File: src/rtl/filtro_down.sv
// rtl/filtro_down.sv - 7-tap FIR interpolation filter for the 3/4 sub-pixel position
//
// Purpose:
//   Takes seven signed neighbouring samples in parallel.
//   Applies the fixed coefficient set +1, -5, +17, +58, -10, +4, -1 (gain 64).
//   Rounds half-up, saturates to the sample range and registers the result.
//   Latency is one clock. This is the mirror of the 1/4-position ("up") filter.
//
// Ports:
//   clock       rising-edge clock
//   reset       synchronous, active-high; clears out, has priority over enable
//   enable      captures a new result at the rising edge when high
//   in0..in6    DATA_WIDTH+2 bit signed taps, in0 oldest/leftmost, in6 newest/rightmost
//   out         DATA_WIDTH+2 bit signed registered filtered sample

module filtro_down #(
    parameter int DATA_WIDTH = 8
) (
    input  logic                         clock,
    input  logic                         reset,
    input  logic                         enable,
    input  logic signed [DATA_WIDTH+1:0] in0,
    input  logic signed [DATA_WIDTH+1:0] in1,
    input  logic signed [DATA_WIDTH+1:0] in2,
    input  logic signed [DATA_WIDTH+1:0] in3,
    input  logic signed [DATA_WIDTH+1:0] in4,
    input  logic signed [DATA_WIDTH+1:0] in5,
    input  logic signed [DATA_WIDTH+1:0] in6,
    output logic signed [DATA_WIDTH+1:0] out
);

    localparam int SW = DATA_WIDTH + 2;
    localparam int AW = DATA_WIDTH + 10;

    localparam logic signed [AW-1:0] ROUND = AW'(32);
    localparam logic signed [AW-1:0] MAXV  = AW'((64'sd1 <<< (DATA_WIDTH + 1)) - 64'sd1);
    localparam logic signed [AW-1:0] MINV  = AW'(-(64'sd1 <<< (DATA_WIDTH + 1)));

    // Taps sign-extended to accumulator width before any shifting.
    // The worst-case sum (|x| * 96) then fits without overflow.
    logic signed [AW-1:0] x0, x1, x2, x3, x4, x5, x6;
    logic signed [AW-1:0] p1, p2, p3, p4, p5;
    logic signed [AW-1:0] sum;
    logic signed [AW-1:0] acc_r;
    logic signed [SW-1:0] sat;

    assign x0 = {{(AW-SW){in0[SW-1]}}, in0};
    assign x1 = {{(AW-SW){in1[SW-1]}}, in1};
    assign x2 = {{(AW-SW){in2[SW-1]}}, in2};
    assign x3 = {{(AW-SW){in3[SW-1]}}, in3};
    assign x4 = {{(AW-SW){in4[SW-1]}}, in4};
    assign x5 = {{(AW-SW){in5[SW-1]}}, in5};
    assign x6 = {{(AW-SW){in6[SW-1]}}, in6};

    // Shift-and-add products (magnitudes; signs are applied in the sum).
    assign p1 = (x1 <<< 2) + x1;                  //  5 = 4 + 1
    assign p2 = (x2 <<< 4) + x2;                  // 17 = 16 + 1
    assign p3 = (x3 <<< 6) - (x3 <<< 2) - (x3 <<< 1); // 58 = 64 - 4 - 2
    assign p4 = (x4 <<< 3) + (x4 <<< 1);          // 10 = 8 + 2
    assign p5 = x5 <<< 2;                         //  4

    assign sum = x0 - p1 + p2 + p3 - p4 + p5 - x6;

    // The arithmetic shift floors, so adding half an LSB first yields round-half-up,
    // including for negative sums.
    assign acc_r = (sum + ROUND) >>> 6;

    always_comb begin
        sat = acc_r[SW-1:0];
        if (acc_r > MAXV) begin
            sat = MAXV[SW-1:0];
        end else if (acc_r < MINV) begin
            sat = MINV[SW-1:0];
        end
    end

    always_ff @(posedge clock) begin
        if (reset) begin
            out <= '0;
        end else if (enable) begin
            out <= sat;
        end
    end

endmodule

File: config.mk
export PLATFORM = sky130hd
export DESIGN_NAME = filtro_down
export DESIGN_NICKNAME = d
export VERILOG_FILES = /design/src/rtl/filtro_down.sv
export SDC_FILE = /design/constraint.sdc
export NUM_CORES = 1
export LEC_CHECK = 0
export ABC_CLOCK_PERIOD_IN_PS = 8300
export CORE_ASPECT_RATIO = 0.8
export CORE_MARGIN = 2
export CORE_UTILIZATION = 55
export CTS_CLUSTER_DIAMETER = 40
export CTS_CLUSTER_SIZE = 24
export DETAILED_ROUTE_END_ITERATION = 10
export GPL_ROUTABILITY_DRIVEN = 0
export PLACE_DENSITY_LB_ADDON = 0.2
export RECOVER_POWER = 25
export SLEW_MARGIN = 5
export SYNTH_ARGS = -nofsm -noshare
export SYNTH_HDL_FRONTEND = slang
export SYNTH_SLANG_ARGS = --single-unit
File: constraint.sdc
create_clock -name clock -period 8.3 [get_ports clock]
set_clock_uncertainty 0.15 [all_clocks]
set_input_delay 1.245 -clock clock [delete_from_list [all_inputs] [get_ports clock]]
set_output_delay 1.245 -clock clock [all_outputs]
set_load 0.01 [all_outputs]
==> results.txt <==
----------------------------------------------------
[Timing]
  Count of final hold-check violations ... 0
  Number of setup violations in the final report ... 0
  Final critical-path required period ... 6.798 ns
  Transition time of the tightest slew-check pin ... approximately 0.65 ns
  Slew HR ... 56.55%
  Final Cycle Share ... 81.90%
  Setup repair after global routing missed its margin ... no
  Sum of negative setup slack ... 0 ns
  Top achievable clock speed ... 0.1471 GHz
  Count of pins over their slew limit ... 0

[Global routing]
  Largest net degree at the start of global routing ... 14
  First-pass GRT wire length ... roughly 17 mm
  Number of antenna violations at the first check in global routing ... 0
  Via count of the first global-routing pass ... approximately 3800
  GRT Resource Usage Total ... 24.31%
  Residual overflow from global routing ... 0

[Yosys]
  Adder and majority gate portion of the synthesized area ... 61.50%
  Synthesized-area fraction occupied by xor and xnor cells ... 2.308%
  Mapped Nets ... 689
  Proportion of synthesized flip-flops having asynchronous set or reset ... 0%
  Most instantiated flip-flop cell in the synthesis netlist ... sky130_fd_sc_hd__dfxtp_1
  Yosys warning total ... 0
  Leading post-synthesis cells by cell area ... sky130_fd_sc_hd__fa_1 52%, sky130_fd_sc_hd__inv_1 14%, sky130_fd_sc_hd__ha_1 9.6%
  Main combinational cell family by area after synthesis ... adder cells
  Distinct cell type count after synthesis ... 47
  Ranking of synthesized cells by instance count ... 175 x sky130_fd_sc_hd__inv_1, 118 x sky130_fd_sc_hd__fa_1, 35 x sky130_fd_sc_hd__ha_1
  Number of flops mapped to enable cells by yosys ... 0
  Synthesized area per cell ... between 9 and 10 µm²
  Most frequent cell after synthesis ... sky130_fd_sc_hd__inv_1
  Post-synth design cell area ... about 4600 µm²
  Proportion of netlist area held by the largest area contributor ... about half
  Fraction of the mapped netlist area in compound gates ... between 10% and 20%
  Portion of netlist area occupied by mux cells ... 0%
  Sequential fraction of the synthesis area ... 4.397%
  Post-synthesis register bit count ... 10
  Synthesized netlist cell count ... 463
  Fraction of the mapped netlist area in simple logic gates ... 5.606%
  Library cell occupying the most area in the post-synthesis netlist ... sky130_fd_sc_hd__fa_1

[Min path]
  Worst hold path stage count ... 2
  Min-Delay Path Class ... reg2reg

[Final layout]
  Register name with the most flops ... out
  Post-route cell area ... about 5500 µm²
  Layout Area Growth over Synthesis ... 21.65%
  Antenna Diode Count ... 0
  Share of layout cells above drive strength 1 ... 4.236%
  Registers with the most flip-flops ... out: 10 flops
  Fillcell total ... 630
  # nets final ... 770
  Max FFs per register ... 10

[Clock network]
  # resized after CTS ... 0
  Clock tree from TritonCTS ... yes
  Cts bufs inserted ... 3
  Sinks on the clock net ... 10
  Clk_lat worst skew ... between 0.2 and 0.25 ns
  Deepest clock path buffer count ... 2
  Clock transition at the register clock pins on the worst setup and hold paths after CTS ... around 0.050 ns
  Post CTS Setup Buffer Count ... 0
  Number of hold-repair buffers added at the cts stage ... 0
  Root Buffer Master ... sky130_fd_sc_hd__clkbuf_8
  Htree depth ... 1

[Detailed routing]
  Initial DRT Pass Iterations ... 4
  Post-detailed-route via-to-cell ratio ... around 5.0
  Highest metal layer used by the detailed router ... met4
  Post-route ant nets ... 0
  Vias after detailed routing ... around 3300
  Drc violations ... 0
  Met2 WL ... 4.731 mm
  First DRT Iteration DRCs ... 89
  Detail-routed net length per standard cell ... 14.89 µm
  Post-Route M1 WL ... about 4.3 mm
  Sum of routed wire length over all layers ... slightly below 10 mm
  Met3 wire length ... 556 µm

[Critical path]
  Data required time at the worst endpoint ... 8.26 ns
  Start-to-end type of the worst setup path ... in2reg
  Critical Path Start Type ... input pin
  Endpoint kind of the worst setup timing path ... flop
  FF-to-FF path depth ... 3
  CP max FO ... 8
  Arrival time at the worst endpoint ... 6.76 ns

[Place]
  Number of port buffers ... 82
  Standard cell area after detailed placement ... 5484 µm²
  Detailed placement HPWL ... around 8.9 mm

[Outcome]
  Status ... finished clean

[Floorplanning]
  I/O pins ... 83
  Core Area ... 7983 µm²
  Initial core utilization ... 57.04%
  Die H ... 85.38 µm
  Site Rows ... 29
  Die area ... roughly 9000 µm²
  Die X ... 105.7 µm

[Job]
  Max-cap viol count ... 0

----------------------------------------------------
==> through the flow <==
stage	hold slack, ns	std cells	setup WS, ns	utilization, %
floorplan	0.3339	463	2.097	-
global placement	0.3124	647	1.385	68.70
detailed placement	0.3127	647	1.295	68.70
CTS	0.3224	651	1.518	69.39
global route	0.3608	651	1.209	69.39
finish	0.3139	651	1.502	69.39
==> worst max-delay path, cell delays in order <==
cell	delay (ns)
sky130_fd_sc_hd__clkdlybuf4s50_1	0.71
sky130_fd_sc_hd__inv_1	0.12
sky130_fd_sc_hd__fa_1	0.60
sky130_fd_sc_hd__fa_1	0.47
sky130_fd_sc_hd__fa_1	0.56
sky130_fd_sc_hd__fa_1	0.43
sky130_fd_sc_hd__fa_1	0.49
sky130_fd_sc_hd__inv_1	0.04
sky130_fd_sc_hd__ha_1	0.38
sky130_fd_sc_hd__a21o_1	0.22
sky130_fd_sc_hd__a211oi_1	0.41
sky130_fd_sc_hd__a211oi_1	0.15
sky130_fd_sc_hd__a21oi_1	0.33
sky130_fd_sc_hd__o311ai_4	0.20
sky130_fd_sc_hd__o21bai_4	0.29
sky130_fd_sc_hd__nor3_1	0.11
==> layout by cell type, fill, tap and decap left out, drive strengths merged, types with 5 or more instances in the layout <==
master and count:
fa 118, nor2 17, a211oi 11, a21oi 8, xnor2 6, nor3 5
a21o 7, ha 35, clkdlybuf4s50 77, dfxtp 10, nand2 12, o21ai 9
dlygate4sd3 5, xor2 6, inv 175
==> cell type report <==
class                           instances  area, µm²  area share [%]
Multi-Input combinational cell        271       3667           66.21
Timing Repair Buffer                   82      820.8           14.82
Inverter                              176      660.6           11.93
Sequential cell                        10      200.2           3.614
Tap cell                              108      135.1           2.440
Clock buffer                            4      55.05          0.9939
==> routing by layer <==
layer  vias up  global-route usage (%)
met5         -                       0
met4         0                   1.555
met3         6                   3.917
met2        93                   41.99
met1      1629                   34.42
li1       1523                       -
==> kinds of logic after synthesis <==
family	after synthesis
XOR/XNOR	12
buffers and inverters	182
AND/OR/NAND/NOR	51
adder cells (fa/ha/maj)	153
flip-flops	10
AO/OA/AOI/OAI	55
==> final timing paths <==
check | start | endpoint | slack (ns)
worst max-delay path | in2[9] | out[4] | 1.50
worst min-delay path | out[9] | out[9] | 0.31
worst max register to register | out[3] | out[3] | 7.32
worst min register to register | out[9] | out[9] | 0.31
Power is left out: the tool's default activity adds up to more than one toggle a clock period on the data nets, which glitch-free logic cannot reach.
